===== src/rtl/riscv_pkg.sv =====
// Shared definitions for the MEM-stage data memory controller: RV32I
// load/store funct3 encodings, controller state type and access legality.
package riscv_pkg;

    localparam logic [2:0] F3_LB  = 3'b000;
    localparam logic [2:0] F3_LH  = 3'b001;
    localparam logic [2:0] F3_LW  = 3'b010;
    localparam logic [2:0] F3_LBU = 3'b100;
    localparam logic [2:0] F3_LHU = 3'b101;
    localparam logic [2:0] F3_SB  = 3'b000;
    localparam logic [2:0] F3_SH  = 3'b001;
    localparam logic [2:0] F3_SW  = 3'b010;

    typedef enum logic [1:0] {
        ST_IDLE = 2'd0,
        ST_REQ  = 2'd1,
        ST_WAIT = 2'd2,
        ST_DONE = 2'd3
    } dmem_state_e;

    // An access is legal when it is a single load or store of a supported
    // size, naturally aligned for that size.
    function automatic logic dmem_legal(
        input logic       rd,
        input logic       wr,
        input logic [2:0] f3,
        input logic [1:0] lo
    );
        logic ok;
        ok = 1'b1;
        if (rd && wr)                       ok = 1'b0;
        if (f3 == 3'b011 || f3[2:1] == 2'b11) ok = 1'b0;
        if (wr && f3[2])                    ok = 1'b0;
        if (f3[1:0] == 2'b01 && lo[0])      ok = 1'b0;
        if (f3[1:0] == 2'b10 && lo != 2'b00) ok = 1'b0;
        return ok;
    endfunction

endpackage


===== src/rtl/lsu_align.sv =====
// Byte-lane handling for the data memory port: store data replication and
// strobe generation, load lane extraction with sign/zero extension.
module lsu_align
    import riscv_pkg::*;
(
    input  logic [1:0]  i_st_size,
    input  logic [1:0]  i_st_lane,
    input  logic [31:0] i_st_data,
    input  logic [2:0]  i_ld_funct3,
    input  logic [1:0]  i_ld_lane,
    input  logic [31:0] i_ld_word,
    output logic [31:0] o_st_wdata,
    output logic [3:0]  o_st_wstrb,
    output logic [31:0] o_ld_data
);

    logic [7:0]  w_byte;
    logic [15:0] w_half;

    // Replicate store data across lanes so any lane selected by the strobe sees it.
    always_comb begin
        o_st_wdata = i_st_data;
        o_st_wstrb = 4'h0;
        case (i_st_size)
            2'b00: begin
                o_st_wdata = {4{i_st_data[7:0]}};
                o_st_wstrb = 4'b0001 << i_st_lane;
            end
            2'b01: begin
                o_st_wdata = {2{i_st_data[15:0]}};
                o_st_wstrb = 4'b0011 << i_st_lane;
            end
            2'b10: begin
                o_st_wdata = i_st_data;
                o_st_wstrb = 4'hF;
            end
            default: begin
                o_st_wdata = i_st_data;
                o_st_wstrb = 4'h0;
            end
        endcase
    end

    // Pick the addressed byte and halfword out of the returned word.
    always_comb begin
        case (i_ld_lane)
            2'd0:    w_byte = i_ld_word[7:0];
            2'd1:    w_byte = i_ld_word[15:8];
            2'd2:    w_byte = i_ld_word[23:16];
            default: w_byte = i_ld_word[31:24];
        endcase
        w_half = i_ld_lane[1] ? i_ld_word[31:16] : i_ld_word[15:0];
    end

    // Extend the selected lane to 32 bits according to the load type.
    always_comb begin
        case (i_ld_funct3)
            F3_LB:   o_ld_data = {{24{w_byte[7]}}, w_byte};
            F3_LH:   o_ld_data = {{16{w_half[15]}}, w_half};
            F3_LW:   o_ld_data = i_ld_word;
            F3_LBU:  o_ld_data = {24'h0, w_byte};
            F3_LHU:  o_ld_data = {16'h0, w_half};
            default: o_ld_data = 32'h0;
        endcase
    end

endmodule


===== src/rtl/dmem_access_ctrl.sv =====
// MEM-stage load/store controller: sequences one access at a time onto a
// variable-latency data bus, stalls the pipeline while it is in flight and
// reports misaligned/illegal accesses and bus timeouts as one-cycle pulses.
//
// state | meaning
// IDLE  | nothing in flight; decode the M-stage instruction
// REQ   | request presented on the bus, waiting for grant
// WAIT  | granted, waiting for the response
// DONE  | access retired; stall released, Exc/BusErr pulse
module dmem_access_ctrl
    import riscv_pkg::*;
#(
    parameter int TIMEOUT = 64,
    parameter int TO_W    = 7
) (
    input  logic        clk,
    input  logic        rst_n,
    input  logic        MemReadM,
    input  logic        MemWriteM,
    input  logic [2:0]  funct3M,
    input  logic [31:0] ALUResultM,
    input  logic [31:0] WriteDataM,
    output logic        StallMemM,
    output logic [31:0] ReadDataM,
    output logic        ExcM,
    output logic        BusErrM,
    output logic        mem_req,
    input  logic        mem_gnt,
    output logic        mem_we,
    output logic [31:0] mem_addr,
    output logic [31:0] mem_wdata,
    output logic [3:0]  mem_wstrb,
    input  logic        mem_rvalid,
    input  logic [31:0] mem_rdata
);

    localparam logic [TO_W-1:0] CNT_ONE  = TO_W'(1);
    localparam logic [TO_W-1:0] CNT_LAST = TO_W'(TIMEOUT - 1);

    dmem_state_e     r_state;
    dmem_state_e     w_next;

    logic [TO_W-1:0] r_cnt;
    logic [31:0]     r_addr;
    logic [31:0]     r_wdata;
    logic [3:0]      r_wstrb;
    logic            r_we;
    logic [2:0]      r_funct3;
    logic [1:0]      r_lane;
    logic [31:0]     r_rdata;
    logic            r_exc;
    logic            r_berr;

    logic            w_access;
    logic            w_legal;
    logic            w_start;
    logic            w_illegal;
    logic            w_busy;
    logic            w_resp;
    logic            w_timeout;
    logic [31:0]     w_st_wdata;
    logic [3:0]      w_st_wstrb;
    logic [31:0]     w_ld_data;

    assign w_access  = MemReadM | MemWriteM;
    assign w_legal   = dmem_legal(MemReadM, MemWriteM, funct3M, ALUResultM[1:0]);
    assign w_start   = (r_state == ST_IDLE) & w_access & w_legal;
    assign w_illegal = (r_state == ST_IDLE) & w_access & ~w_legal;
    assign w_busy    = (r_state == ST_REQ) | (r_state == ST_WAIT);
    // A response only counts once the request has been granted; anything
    // arriving in IDLE/DONE (e.g. after a reset or timeout) is dropped.
    assign w_resp    = mem_rvalid & (((r_state == ST_REQ) & mem_gnt) | (r_state == ST_WAIT));
    // A response in the final allowed cycle still completes normally.
    assign w_timeout = w_busy & ~w_resp & (r_cnt == CNT_LAST);

    lsu_align u_align (
        .i_st_size   (funct3M[1:0]),
        .i_st_lane   (ALUResultM[1:0]),
        .i_st_data   (WriteDataM),
        .i_ld_funct3 (r_funct3),
        .i_ld_lane   (r_lane),
        .i_ld_word   (mem_rdata),
        .o_st_wdata  (w_st_wdata),
        .o_st_wstrb  (w_st_wstrb),
        .o_ld_data   (w_ld_data)
    );

    // State register.
    always_ff @(posedge clk or negedge rst_n) begin
        if (!rst_n) begin
            r_state <= ST_IDLE;
        end else begin
            r_state <= w_next;
        end
    end

    // Next-state decode.
    always_comb begin
        w_next = r_state;
        case (r_state)
            ST_IDLE: begin
                if (w_start)        w_next = ST_REQ;
                else if (w_illegal) w_next = ST_DONE;
            end
            ST_REQ: begin
                if (w_resp || w_timeout) w_next = ST_DONE;
                else if (mem_gnt)        w_next = ST_WAIT;
            end
            ST_WAIT: begin
                if (w_resp || w_timeout) w_next = ST_DONE;
            end
            default: w_next = ST_IDLE;
        endcase
    end

    // Bus and stall outputs; bus fields are only driven while requesting.
    // An illegal access does not stall: the exception flushes the younger
    // instruction that reaches M during the DONE cycle.
    always_comb begin
        StallMemM = 1'b0;
        mem_req   = 1'b0;
        mem_we    = 1'b0;
        mem_addr  = 32'h0;
        mem_wdata = 32'h0;
        mem_wstrb = 4'h0;
        case (r_state)
            ST_IDLE: StallMemM = w_start;
            ST_REQ: begin
                StallMemM = 1'b1;
                mem_req   = 1'b1;
                mem_we    = r_we;
                mem_addr  = r_addr;
                mem_wdata = r_wdata;
                mem_wstrb = r_wstrb;
            end
            ST_WAIT: StallMemM = 1'b1;
            default: StallMemM = 1'b0;
        endcase
    end

    assign ReadDataM = r_rdata;
    assign ExcM      = r_exc;
    assign BusErrM   = r_berr;

    // Timeout counter: restarts with each accepted access, runs while in flight.
    always_ff @(posedge clk or negedge rst_n) begin
        if (!rst_n) begin
            r_cnt <= '0;
        end else if (w_start) begin
            r_cnt <= '0;
        end else if (w_busy) begin
            r_cnt <= r_cnt + CNT_ONE;
        end
    end

    // Request capture, load result and the one-cycle Exc/BusErr flags.
    always_ff @(posedge clk or negedge rst_n) begin
        if (!rst_n) begin
            r_addr   <= '0;
            r_wdata  <= '0;
            r_wstrb  <= '0;
            r_we     <= 1'b0;
            r_funct3 <= '0;
            r_lane   <= '0;
            r_rdata  <= '0;
            r_exc    <= 1'b0;
            r_berr   <= 1'b0;
        end else begin
            r_exc  <= w_illegal;
            r_berr <= w_timeout;
            if (w_start) begin
                r_addr   <= {ALUResultM[31:2], 2'b00};
                r_we     <= MemWriteM;
                r_wdata  <= w_st_wdata;
                r_wstrb  <= MemWriteM ? w_st_wstrb : 4'h0;
                r_funct3 <= funct3M;
                r_lane   <= ALUResultM[1:0];
                r_rdata  <= '0;
            end else if (w_illegal || w_timeout) begin
                r_rdata  <= '0;
            end else if (w_resp) begin
                r_rdata  <= r_we ? 32'h0 : w_ld_data;
            end
        end
    end

endmodule


===== config.mk =====
export PLATFORM = sky130hd
export DESIGN_NAME = dmem_access_ctrl
export DESIGN_NICKNAME = d
export VERILOG_FILES = /design/src/rtl/riscv_pkg.sv /design/src/rtl/lsu_align.sv /design/src/rtl/dmem_access_ctrl.sv
export SDC_FILE = /design/constraint.sdc
export NUM_CORES = 1
export LEC_CHECK = 0
export ABC_AREA = 1
export CAP_MARGIN = 15
export CORE_MARGIN = 2
export CORE_UTILIZATION = 47
export DETAILED_ROUTE_END_ITERATION = 6
export PLACE_DENSITY = 0.84
export SYNTH_ARGS = -nofsm -noshare
export SYNTH_HDL_FRONTEND = slang
export SYNTH_SLANG_ARGS = --single-unit

===== constraint.sdc =====
create_clock -name clk -period 1.93 [get_ports clk]
set_input_delay 0.193 -clock clk [delete_from_list [all_inputs] [get_ports clk]]
set_output_delay 0.193 -clock clk [all_outputs]
set_load 0.01 [all_outputs]

Word level (Yosys, flattened, before mapping)
Index checks and enable logic that the tools add are counted.
{ "word_totals": {"reg_bits": 115} }
{ "op_classes": {"n_addsub": 1, "n_eq_ne": 16, "mux": 29, "bitwise": 12, "shift": 2, "n_reduce_logical": 16} }
{ "op_table": {"columns": ["op", "count"], "rows": [
  ["two-way mux 32 bit", 6],
  ["one-hot mux 32 bit (5 select lines)", 1],
  ["one-hot mux 32 bit (2 select lines)", 1],
  ["one-hot mux 8 bit (3 select lines)", 1],
  ["two-way mux 16 bit", 1],
  ["two-way mux 7 bit", 2],
  ["one-hot mux 4 bit (3 select lines)", 1],
  ["two-way mux 2 bit", 5],
  ["== test 2 bit, second input constant", 4],
  ["two-way mux 4 bit", 2],
  ["adder 7 x 1 -> 7 bit, second input constant", 1],
  ["bitwise AND 1 bit", 7],
  ["== test 7 x 6 -> 1 bit, second input constant", 1],
  ["two-way mux 1 bit", 7],
  ["== test 2 x 1 -> 1 bit, second input constant", 3],
  ["== test 3 x 2 -> 1 bit, second input constant", 2],
  ["== test 3 bit, second input constant", 2],
  ["zero test 2 bit", 3],
  ["one-hot mux 2 bit (3 select lines)", 1],
  ["logical AND 1 bit", 4],
  ["nonzero test 2 bit", 2],
  ["left shift 1 x 2 -> 4 bit, first input constant", 1],
  ["left shift 2 x 2 -> 4 bit, first input constant", 1],
  ["== test 3 x 1 -> 1 bit, second input constant", 1],
  ["11 further kinds", 16]
]} }

Logic depth before layout (Yosys ltp)
{ "logic_depth": {"depth_word": 11, "ltp_mapped": 12, "depth_no_buf": 11} }

By module
A second synthesis with hierarchy kept.
{ "hier_totals": {"hier_cells": 1030, "hier_area_um2": 6685.2} }
{ "modules_own_cells": {"columns": ["mod", "instances", "seq_area_each_um2", "area_per_inst_um2", "cells_each"], "rows": [
  ["dmem_access_ctrl", 1, 2877.8, 5177.5, 677],
  ["lsu_align", 1, 0.0, 1507.7, 353]
]} }

Worst setup path before layout
No wires, ideal clock.
{ "synth_timing": {"path_type": "flip-flop to output port", "startpoint": "reg r_state[1]", "endpoint": "out mem_addr[21]", "slack_ns": 0.192, "arrival_time_ns": 1.545, "path_stages_with_launch": 8, "n_path_buf": 3, "required_time_ns": 1.737, "cell_sequence": "dfrtp_1 -> inv_1 -> ha_1 -> buf_2 -> clkbuf_1 -> buf_1 -> nand2_1 -> inv_1"} }
{ "synth_between": {"elab_chain_cells": 2} }
{ "synth_rtl": {"columns": ["item", "line_no", "text"], "rows": [
  ["start: declaration", "dmem_access_ctrl.sv:40", "dmem_state_e r_state;"],
  ["start signal: assignment", "dmem_access_ctrl.sv:93", "r_state <= w_next;"],
  ["== test 2 x 1 -> 1 bit", "dmem_access_ctrl.sv:126", "case (r_state)"],
  ["two-way mux 32 bit", "dmem_access_ctrl.sv:126", null],
  ["end: declaration", "dmem_access_ctrl.sv:30", "output logic [31:0] mem_addr,"]
]} }
No other way between the ends.

Final worst setup path
{ "layout_timing": {"startpoint": "reg r_state[0]", "endpoint": "reg r_state[0]"} }
{ "layout_between": {"elab_chain_cells": 10, "elab_cells_between_ends": 21, "classes_between": "5 x eq/ne; 3 x mux; 10 x bitwise; 3 x reduce/logical"} }
{ "layout_rtl": {"columns": ["item", "line_no", "text"], "rows": [
  ["== test 2 x 1 -> 1 bit", "dmem_access_ctrl.sv:69, dmem_access_ctrl.sv:72, dmem_access_ctrl.sv:100", null],
  ["bitwise AND 1 bit", "dmem_access_ctrl.sv:72", "assign w_resp = mem_rvalid & (((r_state == ST_REQ) & mem_gnt) | (r_state == ST_WAIT));"],
  ["OR 1 bit", "dmem_access_ctrl.sv:72", null],
  ["bitwise AND 1 bit", "dmem_access_ctrl.sv:72", null],
  ["NOT 1 bit", "dmem_access_ctrl.sv:74", "assign w_timeout = w_busy & ~w_resp & (r_cnt == CNT_LAST);"],
  ["bitwise AND 1 bit (2 in series)", "dmem_access_ctrl.sv:74", null],
  ["logical OR 1 bit", "dmem_access_ctrl.sv:106, dmem_access_ctrl.sv:110", null],
  ["!= test 3 x 2 -> 1 bit (no line), or another cell as far along", null, null],
  ["AND reduction 3 bit (no line) or one-hot mux 2 bit (3 select lines) (tied branches)", null, null]
]} }
Several ways; a longest one is shown, not always the timed one.
A chain may end at the register's enable or synchronous reset.

==> results by group <==
Timing
  – Final setup TNS: -217.3 ps
  – Max Slew Vio Count: 0
  – Setup slack after layout: -41.62 ps
  – Fmax: roughly 500 MHz
  – Final hold violation count: 0
  – Max-slew headroom: just under 60%
  – Part of the cycle the worst path needs: 102.2%
  – Final setup violation count: 20
  – Least-Margin Pin Slew: approximately 610 ps
  – Min Hold Slack: roughly 140 ps
  – Final Critical Period: 1972 ps
  – Skew final: 9.176 ps
  – RSZ-0062 raised after global routing: true

Synth
  – Mapped Cells: 909
  – Ranking of synthesized cells by instance count: nand2_1 (385), dfrtp_1 (115), inv_1 (102)
  – Ys async rst share: 100.0%
  – Mapped cell area: ~6300 µm²
  – Largest area contributor in the synthesized netlist: dfrtp_1
  – Synth top area cells: dfrtp_1 (46%), nand2_1 (23%), nand3_1 (7.0%)
  – Post-synthesis sequential area ratio: a little under half
  – Ys flop type: dfrtp_1
  – Most frequent cell after synthesis: nand2_1
  – Share of the synthesized area in the top cell type: 45.60%
  – Synth cell types: 29
  – Post-synth EDFFs: 0
  – YS warnings: 0
  – Syn_area_per_cell: between 6 and 7 µm²
  – FF+latch count, synth: roughly 120

Final layout
  – P&R area growth vs syn: 55.87%
  – Area occupied by multi-input gates: 3098 µm²
  – Nets: approximately 1300
  – Layout cells sized above 1: around 22%
  – Final std cells w/o fill: 1336
  – Final Instance Area: 9837 µm²
  – Ant diodes: 0
  – Fillers: between 900 and 1000
  – Sequential Area: about 2900 µm²
  – Core Util, Final: between 70% and 80%

Critical path
  – Critical path class: flop to flop
  – Data required, critical path: 2280 ps
  – Startpoint types: flop
  – CP Max Fanout: 3
  – Worst Reg2Reg Path Length in Cells: 14
  – Crit end category: flop
  – CP arrival: around 2300 ps

GRT
  – Vias in the first global route: 6679
  – Global-route wire length before repair: between 30 and 40 mm
  – Gr usage total: ~29%
  – Total gr overflow: 0
  – Initial antenna violation count: 0
  – Largest net degree at the start of global routing: 72

Clocking
  – CTS tree: built
  – Clk slew on worst S/H paths: 60 ps
  – CTS H-Tree Depth: 4
  – CTS Buffer Depth: 2
  – Worst skew pair latency: roughly 420 ps
  – Root buf cell: clkbuf_16
  – Clock Sinks: around 120
  – TritonCTS buffer count: 17

Floorplanning
  – Row count: between 40 and 50
  – Core Area: around 13000 µm²
  – Starting Density: between 40% and 50%
  – # IOs: 210
  – Die span in x: 119.9 µm
  – Die ar.: roughly 14000 µm²
  – Die Y: between 100 and 150 µm

Detailed routing
  – Via count: between 7000 and 8000
  – Detailed Routing Iterations Pass 1: 5
  – Initial DRC count: 751
  – Vias/cell: 5.338
  – Drt total wl: roughly 22 mm
  – WL/cell: 16.53 µm
  – DRC Markers: 0
  – Routed Antenna Nets: 0

Outcome
  – Failing checks: setup timing
  – Status: finished with violations

Place
  – Post-DP Area: between 8000 and 9000 µm²
  – GPL Wtd Cong: about 0.89
  – Placed insts: about 1300
  – DP Worst Slack: -250.7 ps
  – Port bufs: ~210
  – Post-DP HPWL: 13.19 mm

Worst hold path
  – Worst hold path type: input port to asynchronous set/reset pin

Pwr
  – Power per Cell Area: approximately 1500 nW/µm²
  – Final Power: approximately 15 mW
  – Static leakage: roughly 5.5 nW
  – Worst IR drop on VDD: between 0.8 and 0.9 mV

Run
  – Max-Cap Viols: 0
==> area by class of cell <==
class,instances,share of cell area (%)
clock inverter,12,1.806
multi-input combinational,638,31.49
inverter,107,4.159
sequential,115,29.25
tap,176,2.239
clock buffer,20,4.744
timing repair buffer,268,26.30
==> layer usage <==
layer | GRT usage (%) | up-vias | share of wire (%)
met5 | 0 | - | 0
met4 | 11.99 | 0 | 3.4
met3 | 9.030 | 72 | 9.6
met2 | 47.04 | 415 | 49
met1 | 36.83 | 3364 | 38
li1 | - | 3281 | -
==> flip-flops by register name, summed over array words and instances, names as in the netlist <==
signal     cells
r_wdata       32
BusErrM        1
r_state        2
r_funct3       3
r_we           1
ExcM           1
ReadDataM     32
r_wstrb        4
r_addr        30
r_cnt          7
r_lane         2
==> path summary, 6_finish.rpt <==
path	end	start	slack, ps
min	ReadDataM[3]	rst_n	140
max	r_state[0]	r_state[0]	-40
max reg2reg	r_state[0]	r_state[0]	-40
min reg2reg	r_addr[31]	r_addr[31]	480
max in group asynchronous	r_addr[23]	rst_n	1210
min in group clk	r_addr[25]	ALUResultM[25]	300
==> kinds of logic after synthesis <==
| family | synth area share [%] |
|---|---|
| adders and majority gates | 0.9913 |
| other | 0.05942 |
| DFF | 45.60 |
| buffers and inverters | 10.23 |
| AOI/OAI and AO/OA | 7.930 |
| xor gates and xnor gates | 0.2776 |
| and+or+nand+nor | 34.91 |
==> placed cells by master, fill, tap and decap left out, types with 3 or more instances in the layout <==
master	instances
a21oi_1	20
buf_2	36
inv_2	19
bufinv_16	4
nand3_1	79
o21ai_1	20
nand2_2	20
nor2_1	34
buf_16	4
inv_1	83
clkinvlp_4	4
buf_4	35
o21ai_0	43
buf_6	30
or2_2	14
dfrtp_1	115
clkbuf_8	3
ha_1	3
o211ai_1	6
clkbuf_16	18
inv_4	3
clkdlybuf4s50_1	137
buf_12	10
nand3_2	9
nand2_1	346
nand2_4	21
clkbuf_2	12
nor3_1	5
==> critical path, cell delays in order, from the launching register on <==
cell and delay [ps]:
dfrtp_1 400, buf_6 130, ha_4 170, buf_12 130, buf_8 130, nand2_4 70, nand2_4 50, nand2_4 100
inv_4 50, a21oi_4 220, buf_6 160, nand2_4 60, nand2_4 110, nand2_2 50, o21ai_1 70
==> timing repair <==
item,in CTS,in global routing
endpoints found under the setup margin,84,132
hold endpoints to repair,115,0
hold buffers,1,0
gates resized for setup,284,125
pin swaps,3,24
setup buffers,10,6
cloned,6,3
==> power breakdown <==
| part | total (mW) | internal (mW) | switching [mW] | leakage (nW) |
|---|---|---|---|---|
| Combinational | 7.41 | 3.40 | 4.02 | 3.71 |
| Clock | 3.43 | 2.26 | 1.17 | 0.305 |
| Sequential | 4.38 | 3.50 | 0.872 | 1.49 |
| Total | 15.2 | 9.16 | 6.06 | 5.50 |
Power figures use the tool's default switching activity.
==> variant 1 (same settings) <==
Change the parameter `TO_W` from 7 to 6.
--- a/src/rtl/dmem_access_ctrl.sv
+++ b/src/rtl/dmem_access_ctrl.sv
@@ -12,5 +12,5 @@
 #(
     parameter int TIMEOUT = 64,
-    parameter int TO_W    = 7
+    parameter int TO_W    = 6
 ) (
     input  logic        clk,
Behaviour: same outputs for any inputs over 4 cycles, from zero or initial values and one cycle with rst_n low; that may be too few to reach the edited logic, so the function may still have changed.
==> variant 1 against the original RTL <==
- the flow still finishes with violations (setup timing)
- worst setup slack worse by 0.071 ns
- area after synthesis is 0.28% lower
- first-iteration DRC count fell by 24%
- count of clock-buffer cells in the layout increased by 2
- total power decreased by 6.3%
- routed wire length is 7.5% lower
- largest cell class unchanged
- via count shrank 5.7%
- clock skew down 0.0038 ns
- sequential cell count is 1 lower
- largest power group unchanged
- non-clock buffer count unchanged
- final area is 1.8% lower
- combinational power is 4.6% lower
- synthesized cell count is 2.0% lower
==> variant 1: results (changes against the original RTL) <==
Critical path
  • Reg-to-Reg End: ReadDataM[8]$_DFFE_PN0P_
  • Reg2reg setup slack: 0.10 ns (+0.14 ns)
  • Critical Path Fanout Max: 4 (+1)
  • R2R cell count: 12 (-2)

STA
  • Final Setup Violations: 14 (-30%)
  • Clock skew: 0.00537 ns (-0.00381 ns)
  • Setup ws final: -0.113 ns (-0.0712 ns)
  • Tightest Pin Transition: 0.631 ns (+0.0226 ns)
  • Hold slack: 0.310 ns (+0.166 ns)
  • Setup TNS: -0.937 ns (-0.719 ns)

Synth
  • Synth top cells by count: nand2_1 (429), dfrtp_1 (114), inv_1 (107), nand3_1 (49), o21ai_0 (30)
  • Synth Instances: 891 (-2.0%)
  • Sequential-to-total area share from yosys stat: 45.3% (-0.27 points)
  • Top cells by area, synth: dfrtp_1 (45%), nand2_1 (26%), inv_1 (6.4%)
  • Yosys cell types: 31 (+6.9%)

Pwr
  • Peak VDD IR: 0.793 mV (-1.4%)
  • Clock network power share: 20.2% (-2.3 points)
  • Leakage power: 5.52 nW (+0.26%)
  • P_int: 8.64 mW (-5.7%)

Final layout
  • FF/Latch Area: 2850 um2 (-0.87%)
  • Number of fill cells: 1,008 (+6.9%)
  • Multi-input gate share of total cell area: 30.5% (-1.0 points)
  • Fin nets: 1,242 (-1.2%)
  • Buffering overhead: 27.7% (+1.4 points)
  • Share of layout cells above drive strength 1: 22.4% (+0.030 points)
  • Clock buffer cells: 22 (+10%)
  • Sequential cell area share: 29.5% (+0.27 points)
  • Clock-cell share: 5.59% (-0.96 points)

Clock tree
  • Setup Fix Bufs, Post-CTS: 12 (+2)
  • Clock sink count: 114 (-0.87%)

Routing
  • Detailed-route via count: 6,727 (-5.7%)
  • Total wire length: 20,400 um (-7.5%)
  • DR vias/cell: 5.09 (-4.6%)
  • Pre-antenna DRT Iters: 6 (+1)
  • Iter 0 DRT Violations: 573 (-24%)

Worst hold path
  • Hold endpoint: r_addr[5]$_DFFE_PN0N_
  • Worst Hold Depth: 3

Run status
  • Outcome: finished with violations
  • Failing checks: setup timing

Placed design
  • I/O Buffers: 207 (unchanged)
  • Placed Cells: 1,271 (-0.78%)
  • Area of placed instances: 8690 um2 (-0.57%)

Global route
  • First-pass GRT wire length: 32,600 um (-1.0%)
  • Largest net degree at the start of global routing: 78 (+8.3%)
  • Vias in the first global route: 6,604 (-1.1%)
variant 1: changes by cell type in the layout (fill, tap and decap cells not counted), sizes merged, moves of 10 or more:
cell         unedited run  this run
nand2                 387       431
nor2                   36        13
clkbuf                 33        23
dlygate4sd2             0        13
o21ai                  66        48
nand3                  89        51
variant 1: layer usage:
layer | part of all wire (%) | track usage, %
met4 | 3.4 | 13.5
met2 | 48 | 47.8
met5 | 0 | 0
met1 | 39 | 35.4
met3 | 9.2 | 8.22
variant 1: cells by family after synthesis:
group           Yosys count  synth area share (%)
simple gates            520                  33.4
buf+inv                 160                  12.0
flops                   114                  45.3
compound gates           90                  8.01
fa+ha+maj                 5                 0.994
xor+xnor                  1                 0.139
other cells               1                0.0596
variant 1: tightest hold or removal path: stages:
cell and delay [ns]:
clkdlybuf4s50_1 0.39, nand2_1 0.06, nand2_1 0.04
==> variant 2 (same flow settings) <==
Without the edit above. Re-encode `dmem_state_e` (4 states) as Gray code, 2 bits wide.
--- a/src/rtl/riscv_pkg.sv
+++ b/src/rtl/riscv_pkg.sv
@@ -13,8 +13,8 @@
 
     typedef enum logic [1:0] {
-        ST_IDLE = 2'd0,
-        ST_REQ  = 2'd1,
-        ST_WAIT = 2'd2,
-        ST_DONE = 2'd3
+        ST_IDLE = 2'b00,
+        ST_REQ  = 2'b01,
+        ST_WAIT = 2'b11,
+        ST_DONE = 2'b10
     } dmem_state_e;
 
Formal check against the unedited RTL: same outputs for any inputs over 4 cycles, from zero or initial values and one cycle with rst_n low; so few cycles prove little.
==> variant 2 against the original RTL <==
- sequential cell count unchanged
- area after synthesis is 0.67% higher
- core utilization decreased by 3.7 points
- worst setup slack improved by 0.095 ns
- highest routed layer unchanged
- total power down 23%
- critical endpoint is now mem_wdata[9]
- routed wire length shrank 13%
- largest power group unchanged
- final area down 4.6%
==> variant 2: results (changes against the original RTL) <==
Run status
  • Outcome: complete, no violations

Routing
  • Detailed-route via count: 6,591 (-7.6%)
  • Routed wire per std cell: 14.9 um (-9.8%)
  • Iter 0 DRT Violations: 563 (-25%)

Global route
  • Largest net degree at the start of global routing: 43 (-40%)
  • Vias in the first global route: 6,426 (-3.8%)
  • All-Layer GR Usage: 27.3% (-2.0 points)
  • First-pass GRT wire length: 31,200 um (-5.3%)

Pwr
  • Switching power: 4.23 mW (-30%)
  • Flop pwr share: 32.2% (+3.4 points)
  • Combinational Power Share: 38.8% (-9.9 points)
  • Peak VDD IR: 0.800 mV (-0.48%)
  • Leakage power: 4.84 nW (-12%)

Critical path
  • R2R cell count: 9 (-5)
  • Critical path startpoint: r_state[1]$_DFFE_PN0P_
  • Reg-to-Reg End: r_wdata[3]$_DFFE_PN0P_
  • Critical Path Fanout Max: 28 (+25)
  • Reg2reg setup slack: 0.24 ns (+0.28 ns)
  • CP arrival: 1.68 ns (-0.64 ns)

Final layout
  • Share of layout cells above drive strength 1: 12.7% (-9.6 points)
  • Buffering overhead: 25.9% (-0.39 points)
  • Buffers excl. clock: 248 (-7.5%)
  • Multi-input gate share of total cell area: 29.8% (-1.7 points)
  • Number of fill cells: 1,085 (+15%)
  • Clock-cell share: 6.87% (+0.32 points)
  • Fin nets: 1,211 (-3.7%)
  • FF/Latch Area: 2880 um2 (about the same)
  • Multi-Input Combinational: 612 (-4.1%)
  • Non-clock inverter count: 111 (+3.7%)

Synth
  • Yosys cell types: 34 (+17%)
  • Sequential-to-total area share from yosys stat: 45.3% (-0.31 points)
  • Post-Synth Adder-Cell Area: 0.197% (-0.79 points)
  • Synth Area in XOR/XNOR: 0.276% (-0.0019 points)
  • Top cells by area, synth: dfrtp_1 (45%), nand2_1 (17%), inv_1 (6.3%)
  • Synth Area in Compound Gates: 10.7% (+2.7 points)

Placed design
  • Gpl congestion: 0.933 (+5.1%)
  • DP HPWL: 13,300 um (+0.64%)

STA
  • Clock skew: 0.00850 ns (-0.000677 ns)

Clock tree
  • H-tree levels: 4 (unchanged)
## variant 2: cell types whose count changed after synthesis, sizes merged, moves of 4 or more
cell    before  now
nand2      387  296
clkbuf      17   21
nand3       89   81
ha           5    1
o21ai       66   85
nor2        36   89
buf         33   29
inv        105  111
## variant 2: how the worst max path moves through the flow
| stage | to | cells past startpoint |
|---|---|---|
| 6_report | mem_wdata[9] | 5 |
| 5_1_grt | mem_wdata[2] | 5 |
| 4_1_cts | mem_wdata[26] | 5 |
| 3_5_place_dp | StallMemM | 9 |
| 3_3_place_gp | StallMemM | 9 |
| 2_1_floorplan | StallMemM | 7 |
## variant 2: layer usage
layer,global-route usage [%],wire length (um),vias to the layer above
met5,0,0,-
met4,10.5,456,0
li1,-,-,3190
met2,45.8,9340,301
met1,33.3,7690,3056
met3,7.88,1810,44
## variant 2: repair_timing
| item | CTS | global route |
|---|---|---|
| hold buffers | 1 | 0 |
| buffers inserted | 0 | 1 |
| gates cloned | 1 | 0 |
| gates resized for setup | 102 | 14 |
| setup endpoints to repair | 68 | 36 |
| endpoints found under the hold margin | 30 | 0 |
## variant 2: per-stage QoR
stage / setup slack, ns / cell area [um2] / instances / hold slack, ns / total power, mW
2_1_floorplan: 0.499 / 6360 / 888 / -0.103 / 6.52
3_3_place_gp: -0.104 / 8750 / 1259 / 0.182 / 8.14
3_5_place_dp: -0.166 / 8750 / 1259 / 0.176 / 8.29
4_1_cts: -0.000280 / 9400 / 1293 / 0.293 / 11.7
5_1_grt: 0.00608 / 9390 / 1294 / 0.338 / 12.5
6_report: 0.0535 / 9390 / 1294 / 0.288 / 11.7
## variant 2: worst max-delay path: cells and delay by family (launching register included)
kind / cells / cell delay [ns]
flops: 1 / 0.40
simple gates: 2 / 0.27
buf+inv: 3 / 0.59
